## src/rtl/sound_glu_rw_pkg.sv

```systemverilog
// sound_glu_pkg: shared types, register offsets and reset constants for the IIgs sound GLU.
package sound_glu_pkg;
  typedef enum logic [1:0] {S_IDLE, S_RAM_WR, S_RAM_RD, S_DOC_RD} state_t;
  localparam logic [15:0] GLU_BASE = 16'hC03C;
  localparam logic [1:0] OFF_CTRL = 2'd0, OFF_DATA = 2'd1, OFF_PTRL = 2'd2, OFF_PTRH = 2'd3;
  localparam int CTRL_RAM = 6, CTRL_AINC = 5;
  localparam logic [6:0] CTRL_RST = 7'h0F, CTRL_WMASK = 7'h6F;
  localparam logic [7:0] SDATA_RST = 8'h00, SDATA_TOUT = 8'hFF;
  localparam logic [15:0] PTR_RST = 16'h0000;
  function automatic logic [7:0] lane_byte(input logic [31:0] w, input logic [1:0] l);
    return w[8*l +: 8];
  endfunction
endpackage

```

## src/rtl/sound_glu_rw_if.sv

```systemverilog
// sound_glu_rw_if: req/ready SDRAM port between the GLU and the sound-RAM controller.
interface sound_glu_rw_if #(parameter int AW = 21);
  logic          ram_rd_o;
  logic          ram_wr_o;
  logic [AW-1:0] ram_addr_o;
  logic [3:0]    ram_byte_en_o;
  logic [31:0]   ram_data_o;
  logic          ram_ready_i;
  logic [31:0]   ram_q_i;
  modport master(output ram_rd_o, ram_wr_o, ram_addr_o, ram_byte_en_o, ram_data_o, input ram_ready_i, ram_q_i);
  modport slave(input ram_rd_o, ram_wr_o, ram_addr_o, ram_byte_en_o, ram_data_o, output ram_ready_i, ram_q_i);
endinterface

```

## src/rtl/sound_glu_rw_ram_port.sv

```systemverilog
// sound_glu_ram_port: holds one SDRAM request until ready or timeout and extracts the read lane.
module sound_glu_ram_port
  import sound_glu_pkg::*;
#(
  parameter int AW             = 21,
  parameter int TIMEOUT_CYCLES = 255
) (
  input  logic          clk_logic,
  input  logic          system_reset_n,
  input  logic          i_rd,
  input  logic          i_wr,
  input  logic [AW-1:0] i_addr,
  input  logic [3:0]    i_be,
  input  logic [31:0]   i_data,
  input  logic [1:0]    i_lane,
  output logic          o_done,
  output logic          o_timeout,
  output logic [7:0]    o_rdata,
  sound_glu_rw_if.master ram
);
  localparam int CW = TIMEOUT_CYCLES < 1 ? 1 : $clog2(TIMEOUT_CYCLES + 1);
  logic          r_rd, r_wr;
  logic [AW-1:0] r_addr;
  logic [3:0]    r_be;
  logic [31:0]   r_data;
  logic [1:0]    r_lane;
  logic [CW-1:0] r_cnt;
  logic          w_req;
  assign w_req     = r_rd | r_wr;
  assign o_timeout = w_req & ~ram.ram_ready_i & (r_cnt == CW'(TIMEOUT_CYCLES));
  assign o_done    = w_req & (ram.ram_ready_i | o_timeout);
  assign o_rdata   = lane_byte(ram.ram_q_i, r_lane);
  always_ff @(posedge clk_logic or negedge system_reset_n)
    if (!system_reset_n) begin
      r_rd   <= 1'b0;
      r_wr   <= 1'b0;
      r_addr <= '0;
      r_be   <= '0;
      r_data <= '0;
      r_lane <= '0;
      r_cnt  <= '0;
    end else if (i_rd | i_wr) begin
      r_rd   <= i_rd;
      r_wr   <= i_wr;
      r_addr <= i_addr;
      r_be   <= i_be;
      r_data <= i_data;
      r_lane <= i_lane;
      r_cnt  <= '0;
    end else if (o_done) begin
      r_rd <= 1'b0;
      r_wr <= 1'b0;
    end else if (w_req) r_cnt <= r_cnt + 1'b1;
  assign ram.ram_rd_o      = r_rd;
  assign ram.ram_wr_o      = r_wr;
  assign ram.ram_addr_o    = r_addr;
  assign ram.ram_byte_en_o = r_be;
  assign ram.ram_data_o    = r_data;
endmodule

```

## src/rtl/sound_glu_rw.sv

```systemverilog
// sound_glu_rw: Apple II bus front-end for the DOC5503 and its sound RAM, with read-back and prefetched data reads.
module sound_glu_rw
  import sound_glu_pkg::*;
#(
  parameter int ENABLE           = 1,
  parameter int READ_ENABLE      = 1,
  parameter int SDRAM_ADDR_WIDTH = 21,
  parameter logic [SDRAM_ADDR_WIDTH-1:0] SDRAM_BASE = 'h1_0000,
  parameter int DOC_READ_LATENCY = 2,
  parameter int TIMEOUT_CYCLES   = 255
) (
  input  logic        clk_logic,
  input  logic        system_reset_n,
  input  logic        phi0,
  input  logic        m2sel_n,
  input  logic        rw_n,
  input  logic        data_in_strobe,
  input  logic [15:0] addr,
  input  logic [7:0]  data,
  output logic [7:0]  data_o,
  output logic        rd_en_o,
  sound_glu_rw_if.master ram,
  output logic        doc_cs_n_o,
  output logic        doc_we_n_o,
  output logic [7:0]  doc_addr_o,
  output logic [7:0]  doc_data_o,
  input  logic [7:0]  doc_data_i,
  output logic [3:0]  volume_o,
  output logic        overrun_o,
  output logic        timeout_o
);
  state_t r_state, w_next;
  logic [6:0]  r_ctrl;
  logic [7:0]  r_sdata, r_doc_addr, r_doc_data, w_rdata;
  logic [15:0] r_ptr;
  logic [2:0]  r_dcnt;
  logic r_overrun, r_timeout, r_doc_cs, r_doc_we;
  logic w_sel, w_acc, w_acc_data, w_busy, w_go, w_ram, w_ctrl_wr, w_done, w_tout, w_doc_done;
  logic [SDRAM_ADDR_WIDTH-1:0] w_ram_addr;
  logic [3:0] w_ram_be;
  assign w_sel      = (ENABLE != 0) & phi0 & ~m2sel_n & (addr[15:2] == GLU_BASE[15:2]);
  assign w_acc      = w_sel & data_in_strobe;
  assign w_acc_data = w_acc & (addr[1:0] == OFF_DATA);
  assign w_ctrl_wr  = w_acc & ~rw_n & (addr[1:0] == OFF_CTRL);
  assign w_busy     = r_state != S_IDLE;
  assign w_go       = w_acc_data & ~w_busy;
  assign w_ram      = r_ctrl[CTRL_RAM];
  assign w_doc_done = (r_state == S_DOC_RD) & (r_dcnt == 3'(DOC_READ_LATENCY - 1));
  assign w_ram_addr = SDRAM_BASE + SDRAM_ADDR_WIDTH'(r_ptr[15:2]);
  assign w_ram_be   = 4'b0001 << r_ptr[1:0];
  sound_glu_ram_port #(.AW(SDRAM_ADDR_WIDTH), .TIMEOUT_CYCLES(TIMEOUT_CYCLES)) u_ram_port (
    .clk_logic      (clk_logic),
    .system_reset_n (system_reset_n),
    .i_rd           (w_go & rw_n & w_ram),
    .i_wr           (w_go & ~rw_n & w_ram),
    .i_addr         (w_ram_addr),
    .i_be           (w_ram_be),
    .i_data         ({4{data}}),
    .i_lane         (r_ptr[1:0]),
    .o_done         (w_done),
    .o_timeout      (w_tout),
    .o_rdata        (w_rdata),
    .ram            (ram)
  );
  always_ff @(posedge clk_logic or negedge system_reset_n)
    if (!system_reset_n) r_state <= S_IDLE;
    else r_state <= w_next;
  always_comb
    w_next = w_go ? (w_ram ? (rw_n ? S_RAM_RD : S_RAM_WR) : (rw_n ? S_DOC_RD : S_IDLE))
           : (w_done | w_doc_done) ? S_IDLE : r_state;
  always_comb begin
    data_o     = addr[1:0] == OFF_CTRL ? {w_busy, r_ctrl} : addr[1:0] == OFF_DATA ? r_sdata
               : addr[1:0] == OFF_PTRL ? r_ptr[7:0] : r_ptr[15:8];
    rd_en_o    = (READ_ENABLE != 0) & w_sel & rw_n;
    doc_cs_n_o = ~r_doc_cs;
    doc_we_n_o = ~r_doc_we;
    // the strobe carries the address latched at issue, since auto-increment has already moved ptr
    doc_addr_o = r_doc_cs ? r_doc_addr : r_ptr[7:0];
    doc_data_o = r_doc_data;
    volume_o   = r_ctrl[3:0];
    overrun_o  = r_overrun;
    timeout_o  = r_timeout;
  end
  always_ff @(posedge clk_logic or negedge system_reset_n)
    if (!system_reset_n) begin
      r_ctrl     <= CTRL_RST;
      r_sdata    <= SDATA_RST;
      r_ptr      <= PTR_RST;
      r_dcnt     <= '0;
      r_overrun  <= 1'b0;
      r_timeout  <= 1'b0;
      r_doc_cs   <= 1'b0;
      r_doc_we   <= 1'b0;
      r_doc_addr <= '0;
      r_doc_data <= '0;
    end else begin
      r_doc_cs <= w_go & ~w_ram;
      r_doc_we <= w_go & ~w_ram & ~rw_n;
      if (w_go & ~w_ram) r_doc_addr <= r_ptr[7:0];
      if (w_go & ~w_ram & ~rw_n) r_doc_data <= data;
      r_dcnt <= r_state == S_DOC_RD ? r_dcnt + 3'd1 : 3'd0;
      if (w_ctrl_wr) r_ctrl <= data[6:0] & CTRL_WMASK;
      if (w_acc & ~rw_n & (addr[1:0] == OFF_PTRL)) r_ptr[7:0] <= data;
      if (w_acc & ~rw_n & (addr[1:0] == OFF_PTRH)) r_ptr[15:8] <= data;
      if (w_go & r_ctrl[CTRL_AINC]) r_ptr <= r_ptr + 16'd1;
      if (w_go & w_ram & ~rw_n) r_sdata <= data;
      else if ((r_state == S_RAM_RD) & w_done) r_sdata <= w_tout ? SDATA_TOUT : w_rdata;
      else if (w_doc_done) r_sdata <= doc_data_i;
      r_overrun <= ~w_ctrl_wr & (r_overrun | (w_acc_data & w_busy));
      r_timeout <= ~w_ctrl_wr & (r_timeout | w_tout);
    end
endmodule

```

## src/flat_wrapper.sv

```systemverilog
// flat-port wrapper written by rule: the top's interface ports become plain ports
module sound_glu_rw_flat import sound_glu_pkg::*;
#(
  parameter int ENABLE           = 1,
  parameter int READ_ENABLE      = 1,
  parameter int SDRAM_ADDR_WIDTH = 21,
  parameter logic [SDRAM_ADDR_WIDTH-1:0] SDRAM_BASE = 'h1_0000,
  parameter int DOC_READ_LATENCY = 2,
  parameter int TIMEOUT_CYCLES   = 255
)
  (clk_logic, system_reset_n, phi0, m2sel_n, rw_n, data_in_strobe, addr, data, data_o, rd_en_o, doc_cs_n_o, doc_we_n_o, doc_addr_o, doc_data_o, doc_data_i, volume_o, overrun_o, timeout_o, ram_ram_rd_o, ram_ram_wr_o, ram_ram_addr_o, ram_ram_byte_en_o, ram_ram_data_o, ram_ram_ready_i, ram_ram_q_i);
  sound_glu_rw_if #(.AW((21))) ram_i ();
  input  logic clk_logic;
  input  logic system_reset_n;
  input  logic phi0;
  input  logic m2sel_n;
  input  logic rw_n;
  input  logic data_in_strobe;
  input  logic [15:0] addr;
  input  logic [7:0] data;
  output logic [7:0] data_o;
  output logic rd_en_o;
  output logic doc_cs_n_o;
  output logic doc_we_n_o;
  output logic [7:0] doc_addr_o;
  output logic [7:0] doc_data_o;
  input  logic [7:0] doc_data_i;
  output logic [3:0] volume_o;
  output logic overrun_o;
  output logic timeout_o;
  output wire logic [$bits(ram_i.ram_rd_o)-1:0] ram_ram_rd_o;
  output wire logic [$bits(ram_i.ram_wr_o)-1:0] ram_ram_wr_o;
  output wire logic [$bits(ram_i.ram_addr_o)-1:0] ram_ram_addr_o;
  output wire logic [$bits(ram_i.ram_byte_en_o)-1:0] ram_ram_byte_en_o;
  output wire logic [$bits(ram_i.ram_data_o)-1:0] ram_ram_data_o;
  input wire logic [$bits(ram_i.ram_ready_i)-1:0] ram_ram_ready_i;
  input wire logic [$bits(ram_i.ram_q_i)-1:0] ram_ram_q_i;
  assign ram_ram_rd_o = ram_i.ram_rd_o;
  assign ram_ram_wr_o = ram_i.ram_wr_o;
  assign ram_ram_addr_o = ram_i.ram_addr_o;
  assign ram_ram_byte_en_o = ram_i.ram_byte_en_o;
  assign ram_ram_data_o = ram_i.ram_data_o;
  assign ram_i.ram_ready_i = ram_ram_ready_i;
  assign ram_i.ram_q_i = ram_ram_q_i;
  sound_glu_rw #(.ENABLE(ENABLE), .READ_ENABLE(READ_ENABLE), .SDRAM_ADDR_WIDTH(SDRAM_ADDR_WIDTH), .SDRAM_BASE(SDRAM_BASE), .DOC_READ_LATENCY(DOC_READ_LATENCY), .TIMEOUT_CYCLES(TIMEOUT_CYCLES)) u_core (.clk_logic(clk_logic), .system_reset_n(system_reset_n), .phi0(phi0), .m2sel_n(m2sel_n), .rw_n(rw_n), .data_in_strobe(data_in_strobe), .addr(addr), .data(data), .data_o(data_o), .rd_en_o(rd_en_o), .ram(ram_i), .doc_cs_n_o(doc_cs_n_o), .doc_we_n_o(doc_we_n_o), .doc_addr_o(doc_addr_o), .doc_data_o(doc_data_o), .doc_data_i(doc_data_i), .volume_o(volume_o), .overrun_o(overrun_o), .timeout_o(timeout_o));
endmodule
```

## config.mk

```make
export PLATFORM = sky130hd
export DESIGN_NAME = sound_glu_rw_flat
export DESIGN_NICKNAME = d
export VERILOG_FILES = /design/src/rtl/sound_glu_rw_pkg.sv /design/src/rtl/sound_glu_rw_if.sv /design/src/rtl/sound_glu_rw_ram_port.sv /design/src/rtl/sound_glu_rw.sv /design/src/flat_wrapper.sv
export SDC_FILE = /design/constraint.sdc
export NUM_CORES = 1
export LEC_CHECK = 0
export CORE_MARGIN = 5
export CORE_UTILIZATION = 51
export DETAILED_ROUTE_END_ITERATION = 12
export GPL_TIMING_DRIVEN = 1
export PLACE_DENSITY = 0.86
export RECOVER_POWER = 50
export REMOVE_ABC_BUFFERS = 1
export SLEW_MARGIN = 5
export SYNTH_ARGS = -nofsm -noshare
export SYNTH_HDL_FRONTEND = slang
export SYNTH_SLANG_ARGS = --single-unit
```

## constraint.sdc

```tcl
create_clock -name clk_logic -period 6.6 [get_ports clk_logic]
set_input_delay 0.99 -clock clk_logic [delete_from_list [all_inputs] [get_ports clk_logic]]
set_output_delay 0.99 -clock clk_logic [all_outputs]
set_load 0.005 [all_outputs]
```

==> results of run 1 <==
-- routing by layer --
| metal | vias to the layer above | share of wire | wire length, um |
|---|---|---|---|
| met5 | - | 0 | 0 |
| met1 | 2100 | 0.41 | 6000 |
| met4 | 0 | 0.036 | 531 |
| met3 | 43 | 0.085 | 1240 |
| li1 | 1930 | - | - |
| met2 | 235 | 0.47 | 6840 |
-- final cells by class --
cell class	instances	area (um2)
clock inverter	6	75.1
timing repair buffer	158	1570
fill	800	3310
inverter	13	48.8
multi-input combinational	312	2510
tap	136	170
sequential	94	2360
clock buffer	10	138
-- worst max path at each step --
stage	start	to	slack, ps	depth (start not counted)
2_1_floorplan	addr[9]	u_core.u_ram_port.ram.ram_rd_o$_DFFE_PN0P_	580	4
3_3_place_gp	addr[9]	rd_en_o	2330	5
3_5_place_dp	addr[9]	rd_en_o	2260	5
4_1_cts	addr[9]	rd_en_o	2240	5
5_1_grt	addr[9]	rd_en_o	2140	5
6_report	addr[9]	rd_en_o	2210	5
-- power breakdown --
group          internal, mW  switching [mW]  total [mW]
combinational        0.0517          0.0381      0.0897
clock                 0.191           0.217       0.408
sequential            0.576        0.000527       0.577
-- stage by stage --
step	hold WS, ps	area (um2)	power (mW)
floorplan	439	4910	0.606
global placement	449	6660	0.676
detailed placement	472	6660	0.678
CTS	486	6880	1.09
global route	516	6870	1.11
finish	474	6870	1.07
-- cell usage after synthesis (3+ instances only) --
master,instances,area (um2)
a211oi_1,6,45.0
a21oi_1,6,30.0
a311oi_1,4,35.0
and2_1,7,43.8
and3_1,4,25.0
and4_1,5,43.8
buf_2,5,25.0
buf_4,34,255
clkbuf_1,16,60.1
dfrtp_1,90,2250
dfstp_2,4,105
ha_1,7,87.6
inv_1,13,48.8
mux2_2,59,664
mux2i_1,5,50.1
mux4_2,15,338
nand2_1,31,116
nand3_1,23,115
nand3b_1,3,22.5
nand4_1,6,37.5
nand4b_1,3,26.3
nor2_1,30,113
nor3_1,9,45.0
nor3b_1,3,22.5
nor4_1,3,18.8
o211ai_1,4,30.0
o21ai_0,12,60.1
o22ai_1,8,50.1
or2_2,3,18.8
or3_1,4,25.0
xnor2_1,7,61.3
-- critical path: stages --
cell and delay (ps):
clkdlybuf4s50_1 420, or4_1 610, nor3_1 600, and3_1 270, clkdlybuf4s50_1 500
-- registers in the layout, indices dropped and copies added (netlist names), 4 cells and up --
name and cells:
u_core.doc_data_o 8, u_core.u_ram_port.ram.ram_data_o 8, u_core.u_ram_port.r_cnt 8, u_core.r_ptr 16, u_core.r_ctrl 6, u_core.r_doc_addr 8, u_core.u_ram_port.ram.ram_addr_o 15, u_core.u_ram_port.ram.ram_byte_en_o 4
u_core.r_sdata 8
-- cells by family (layout without fill, tap and decap cells) --
| group | count (synthesis) | count (layout) | share of synthesized area |
|---|---|---|---|
| buf+inv | 68 | 187 | 0.0743 |
| other cells | 1 | 6 | 0.000716 |
| mux | 79 | 79 | 0.201 |
| flops | 94 | 94 | 0.450 |
| xor+xnor | 7 | 7 | 0.0117 |
| simple gates | 150 | 150 | 0.159 |
| compound gates | 63 | 63 | 0.0858 |
| fa+ha+maj | 7 | 7 | 0.0167 |
==> impl_metrics.toml, run 1 <==
[status]
status = "finished with violations"
failed_checks = "max-capacitance violations, max-slew violations"

[global_routing]
grt_pass1_vias = 4358
overflow = 0
grt_usage = 0.235
met3_usage = 0.0650
grt_max_degree = 56
use_met2 = 0.370
grt_first_pass_wirelength_mm = 23.6
antenna_found_initial = 0
grtUsageMet1 = 0.312
grt_most_used_layer = "met2"

[die]
initial_core_util = 0.514
chipHeight_um = 111
rows = 37
die_x_um = 111
dieArea_mm2 = 0.0124
coreArea_mm2 = 0.0102
ios = 163

[critical_path]
rr_worst_depth = 5
rrSetupSlack_ps = 4000
worst-setup-path-type = "in2out"
endpoint_kind = "output pin"
worst-path-max-fanout = 6
r2r_start = "u_core.r_state[1]$_DFFE_PN0P_"
crit_arrival_ps = 3400
worstReg2RegEnd = "u_core.r_ptr[8]$_DFFE_PN0P_"
worst_setup_path_start_kind = "primary input"
crit_required_ps = 5610

[logic_synthesis]
synth-main-ff-cell = "dfrtp_1"
yosysWarnings = 0
ys_seq_area_frac = 0.450
netlist_instances = 469
synth_edf_count = 0
synth_cell_type_count = 60
synthesis.area_mm2 = 0.00524
synth-seq-cells = 94
async_flop_share = 1.00
syn_area_per_cell_um2 = 11.2

[timing]
fin_setup_tns_ps = 0
rsz0062_at_grt = "false"
worst_slack_ps = 2210
timing.final.crit_share = 0.665
fin_skew_ps = 14.5
min_period_ps = 4390
hold_viol = 0
relSlewSlack = -0.465
worst_pin_slew_ps = 2200
fmax_mhz = 228
maxSlewViolCount = 41
setup_viol = 0

[drt]
num_vias = 4308
dr.pass1.iters = 5
drc = 0
drt_iter0_markers = 314
drt.antenna.violating_nets = 0
wl_per_cell_um = 20.0
drt-total-wl_mm = 14.6
via_per_inst = 5.91

[cells_and_area]
diodes = 0
final_util = 0.675
stdcell_count = 729
drive_above_1_share = 0.184
final_cell_mix = "clkdlybuf4s50_1 (115), dfrtp_1 (90), mux2_2 (59)"
area_growth_pct = 31.3
final_nets = 666
final_common_cell = "clkdlybuf4s50_1"

[hold_path]
worstHoldStart = "u_core.u_ram_port.ram.ram_addr_o[16]$_DFFE_PN0P_"
whs_endpoint = "u_core.u_ram_port.ram.ram_addr_o[16]$_DFFE_PN0P_"
hold_class = "reg2reg"
holdPathStages = 1

[job]
cap_violations = 1

[cts]
cts_tree = "done"
numCtsBuffers = 9
path_clk_slew_ps = 90
clk_path_buf_depth = 2
clock_sinks = 94
htreeDepth = 3
cts_setup_buffers = 0
insertion_delay_ps = 380
cts_resized = 0
hold_buffers = 0
root_buffer = "clkbuf_8"

[place]
gp_congestion = 0.921
io_buffers = 156
dp_slack_ps = 2260
dp_cells = 713
dp_hpwl_mm = 10.9

[power]
p_leak_nw = 2.97
ir_worst_vdd_v = 0.000176
power_density_mw_per_mm2 = 156
Power figures use the tool's default switching activity.
==> run 2, diff against run 1 <==
--- a/config.mk
+++ b/config.mk
@@ -6,10 +6,10 @@
 export NUM_CORES = 1
 export LEC_CHECK = 0
 export CORE_MARGIN = 5
-export CORE_UTILIZATION = 51
+export CORE_UTILIZATION = 43
 export DETAILED_ROUTE_END_ITERATION = 12
 export GPL_TIMING_DRIVEN = 1
-export PLACE_DENSITY = 0.86
+export PLACE_DENSITY = 0.78
 export RECOVER_POWER = 50
 export REMOVE_ABC_BUFFERS = 1
 export SLEW_MARGIN = 5
==> constraint.sdc (replaced) <==
create_clock -name clk_logic -period 3.85 [get_ports clk_logic]
set_input_delay 0.5775 -clock clk_logic [delete_from_list [all_inputs] [get_ports clk_logic]]
set_output_delay 0.5775 -clock clk_logic [all_outputs]
set_load 0.005 [all_outputs]
==> impl_metrics.toml, run 2 (synthesis gave the netlist of run 1 again) <==
[cells_and_area]
n_fill_cell = 1008
final_common_cell = "clkdlybuf4s50_1"
final_util = 0.587
final_cell_mix = "clkdlybuf4s50_1 (115), dfrtp_1 (90), mux2_2 (59)"
multi_input_area_mm2 = 0.00251
register_area_mm2 = 0.00236
largest-register = "u_core.r_ptr"
final_nets = 675
drive_above_1_share = 0.189
fin_area_mm2 = 0.00703
area_growth_pct = 34.2
diodes = 0
largest_reg_flops = 16

[timing]
maxSlewViolCount = 81
fin_skew_ps = 9.17
relSlewSlack = -0.332
min_period_ps = 3200
hold_viol = 0
timing.final.crit_share = 0.831
rsz0062_at_grt = "false"
fmax_mhz = 313
holdWs_ps = 464
setup_viol = 0
fin_setup_tns_ps = 0
worst_pin_slew_ps = 2000

[drt]
wl_per_cell_um = 19.7
drt.antenna.violating_nets = 0
drc = 0
dr.pass1.iters = 4
via_per_inst = 5.78
drt_iter0_markers = 430
drt-total-wl_mm = 14.8
num_vias = 4326

[power]
ir_worst_vdd_v = 0.000226
power_switching_uw = 433
p_int_mw = 1.58
p_leak_nw = 3.05
power_density_mw_per_mm2 = 287
pwr-share-seq = 0.491
p_sw_frac = 0.215
p_comb_frac = 0.077
clock_power_share = 0.432

[global_routing]
grt_max_degree = 81
overflow = 0
grt_first_pass_wirelength_mm = 23.7
grt_pass1_vias = 4494
grt_usage = 0.208
antenna_found_initial = 0

[critical_path]
rrSetupSlack_ps = 1320
crit_arrival_ps = 2620
worst_setup_path_start_kind = "primary input"
endpoint_kind = "output pin"
worst-setup-path-type = "in2out"
worst-path-max-fanout = 6
crit_required_ps = 3270

[status]
status = "finished with violations"
failed_checks = "max-capacitance violations, max-slew violations"

[die]
initial_core_util = 0.438
chipHeight_um = 120
ios = 163
rows = 40
dieArea_mm2 = 0.0145
coreArea_mm2 = 0.0120
die_x_um = 120

[cts]
cts_setup_buffers = 0
numCtsBuffers = 9
clk_path_buf_depth = 2
htreeDepth = 3
cts_tree = "done"
root_buffer = "clkbuf_16"
cts_resized = 0
path_clk_slew_ps = 60
hold_buffers = 0
clock_sinks = 94
insertion_delay_ps = 340

[place]
io_buffers = 156
place_area_mm2 = 0.00675
dp_hpwl_mm = 11.0
gp_congestion = 0.867

[job]
cap_violations = 1

[hold_path]
hold_class = "reg2reg"
-- run 2: changes by cell type in the layout (fill, tap and decap cells not counted), sizes merged --
| cell | previous run | this run |
|---|---|---|
| clkbuf | 11 | 15 |
| inv | 16 | 13 |
| buf | 2 | 10 |
-- run 2: worst paths after layout --
kind                                                                  startpoint                                                to  depth (start not counted)
worst max register to register                     u_core.r_state[1]$_DFFE_PN0P_                  u_core.r_doc_addr[0]$_DFFE_PN0P_                          4
worst min-delay path            u_core.u_ram_port.ram.ram_addr_o[16]$_DFFE_PN0P_  u_core.u_ram_port.ram.ram_addr_o[16]$_DFFE_PN0P_                          1
worst max-delay path                                                     addr[9]                                           rd_en_o                          6
max in group asynchronous                                         system_reset_n   u_core.u_ram_port.ram.ram_addr_o[3]$_DFFE_PN0P_                          2
worst min register to register  u_core.u_ram_port.ram.ram_addr_o[16]$_DFFE_PN0P_  u_core.u_ram_port.ram.ram_addr_o[16]$_DFFE_PN0P_                          1
min in group asynchronous                                         system_reset_n            u_core.u_ram_port.r_cnt[3]$_DFFE_PN0P_                          1
-- run 2: worst max-delay path, stage by stage --
cell,delay (ps)
clkdlybuf4s50_1,410
or4_1,590
nor3_1,220
buf_4,170
and3_1,150
clkdlybuf4s50_1,500
-- run 2: stage by stage --
stage               setup WS (ps)  total power [mW]  std cells
CTS                           663              2.04        749
detailed placement            556              1.16        733
global route                  550              2.09        749
finish                        651              2.02        749
floorplan                   -1750              1.04        419
global placement              620              1.16        733
-- run 2: cell type report --
class	instances	share of cell area
clock buffers	13	0.0342
flip-flops and latches	94	0.336
well taps	147	0.0262
inverters	13	0.00695
clock inverters	3	0.00659
repair buffers	167	0.233
multi-input cells	312	0.358
-- run 2: metal layers --
layer / vias to the layer above / GRT usage / part of all wire
met5: - / 0 / 0
met4: 0 / 0.0701 / 0.027
met3: 36 / 0.0585 / 0.069
met2: 182 / 0.336 / 0.48
met1: 2164 / 0.269 / 0.43
li1: 1944 / - / -
-- run 2: power by group through the flow --
stage               clock network, mW  registers [mW]  logic (mW)
detailed placement                  0            1.01       0.157
global placement                    0            1.01       0.154
global route                    0.932           0.989       0.169
finish                          0.872           0.990       0.156
floorplan                           0            1.01      0.0303
CTS                             0.895           0.989       0.158
==> run 3, diff against run 2 <==
==> constraint.sdc (replaced) <==
create_clock -name clk_logic -period 2.7 [get_ports clk_logic]
set_input_delay 0.405 -clock clk_logic [delete_from_list [all_inputs] [get_ports clk_logic]]
set_output_delay 0.405 -clock clk_logic [all_outputs]
set_load 0.005 [all_outputs]
==> impl_metrics.toml, run 3 (synthesis gave the netlist of run 1 again) <==
[status]
status = "finished clean"

[critical_path]
rrSetupSlack_ps = 330
rr_worst_depth = 4
endpoint_kind = "output pin"
worst_setup_path_start_kind = "primary input"
worst-path-max-fanout = 15
slowest_stage = "mux4_2"
crit_required_ps = 2300
cpPeakStageDelay_ps = 580
crit_family = "buffers and inverters"
cp_num_buf_inv = 3
worst_path_most_repeated_cell = "clkdlybuf4s50_1"
worstReg2RegEnd = "u_core.u_ram_port.ram.ram_byte_en_o[3]$_DFFE_PN0P_"
crit_arrival_ps = 2220
crit_chain = "clkdlybuf4s50_1 -> buf_4 -> mux4_2 -> clkdlybuf4s50_1"
worst-setup-path-type = "in2out"
r2r_start = "u_core.r_state[1]$_DFFE_PN0P_"

[drt]
drc = 0
via_per_inst = 5.69
num_vias = 4396
dr.pass1.iters = 5
wl_per_cell_um = 20.1
drt-total-wl_mm = 15.5
drt.antenna.violating_nets = 0
drt_iter0_markers = 264

[cells_and_area]
diodes = 0
final_common_cell = "clkdlybuf4s50_1"
final_util = 0.608
area_growth_pct = 38.8
n_fill_cell = 979
largest_reg_flops = 16
drive_above_1_share = 0.230
largest-register = "u_core.r_ptr"
register_area_mm2 = 0.00236
final_nets = 699
final_cell_mix = "clkdlybuf4s50_1 (118), dfrtp_1 (90), mux2_2 (59)"
multi_input_area_mm2 = 0.00253
fin_area_mm2 = 0.00727

[place]
io_buffers = 156
gp_congestion = 0.900
place_area_mm2 = 0.00696
dp_hpwl_mm = 11.8

[timing]
hold_viol = 0
worst_pin_slew_ps = 1380
rsz0062_at_grt = "false"
fmax_mhz = 380
maxSlewViolCount = 0
fin_setup_tns_ps = 0
fin_skew_ps = 7.62
relSlewSlack = 0.0804
timing.final.crit_share = 0.974
min_period_ps = 2630
setup_viol = 0

[job]
cap_violations = 0

[cts]
numCtsBuffers = 9
insertion_delay_ps = 340
root_buffer = "clkbuf_16"
path_clk_slew_ps = 60
clock_sinks = 94
hold_buffers = 0
clk_path_buf_depth = 2
htreeDepth = 3
cts_tree = "done"

[die]
chipHeight_um = 120
coreArea_mm2 = 0.0120
die_x_um = 120
ios = 163
dieArea_mm2 = 0.0145
initial_core_util = 0.438
rows = 40

[global_routing]
grt_usage = 0.218
overflow = 0
antenna_found_initial = 0
grt_pass1_vias = 4582
grt_max_degree = 47
grt_first_pass_wirelength_mm = 25.0

[power]
power_density_mw_per_mm2 = 398
finalPower_mw = 2.89
ir_worst_vdd_v = 0.000349
p_leak_nw = 3.19

[hold_path]
hold_class = "in2async"
run 3: changes by cell type in the layout (fill, tap and decap cells not counted), sizes merged:
cell | before | now
clkinvlp | 1 | 2
clkdlybuf4s50 | 115 | 118
buf | 10 | 33
bufinv | 1 | 0
dlygate4sd3 | 40 | 37
inv | 13 | 14
run 3: worst max path at each step:
stage               startpoint                                         end  slack (ps)  depth (start not counted)
floorplan              addr[9]  u_core.u_ram_port.ram.ram_rd_o$_DFFE_PN0P_       -2730                          4
global placement       addr[9]            u_core.doc_data_o[0]$_DFFE_PN0P_        -220                          7
detailed placement    addr[14]            u_core.doc_data_o[0]$_DFFE_PN0P_        -270                          7
CTS                    addr[9]                                     rd_en_o          40                          5
global route          addr[14]            u_core.doc_data_o[3]$_DFFE_PN0P_           2                          7
finish                 addr[0]                                   data_o[1]          70                          4
run 3: power by group:
group | total [mW] | internal [mW] | switching [mW]
clock network | 1.25 | 0.702 | 0.548
registers | 1.41 | 1.41 | 0.00141
logic | 0.231 | 0.133 | 0.0979
run 3: final cells by class:
cell class / instances / area share
well taps: 147 / 0.0253
clock buffers: 12 / 0.0367
clock inverters: 4 / 0.00396
multi-input cells: 312 / 0.348
flip-flops and latches: 94 / 0.324
inverters: 13 / 0.00671
repair buffers: 191 / 0.255
run 3: metrics by stage:
step	instances	hold slack, ps	worst slack (ps)
2_1_floorplan	419	109	-2730
3_3_place_gp	756	436	-223
3_5_place_dp	756	449	-265
4_1_cts	772	81.4	37.6
5_1_grt	773	390	2.01
6_report	773	297	71.5
run 3: layer usage:
metal | GRT usage | vias up | share of wire
met5 | 0 | - | 0
met4 | 0.0552 | 0 | 0.014
met3 | 0.0599 | 23 | 0.083
met2 | 0.367 | 197 | 0.50
met1 | 0.278 | 2178 | 0.40
li1 | - | 1998 | -
run 3: what timing repair did:
item,CTS,global route
resized for setup,2,2
pin swaps,0,3
setup buffers,0,1
endpoints found under the setup margin,1,4
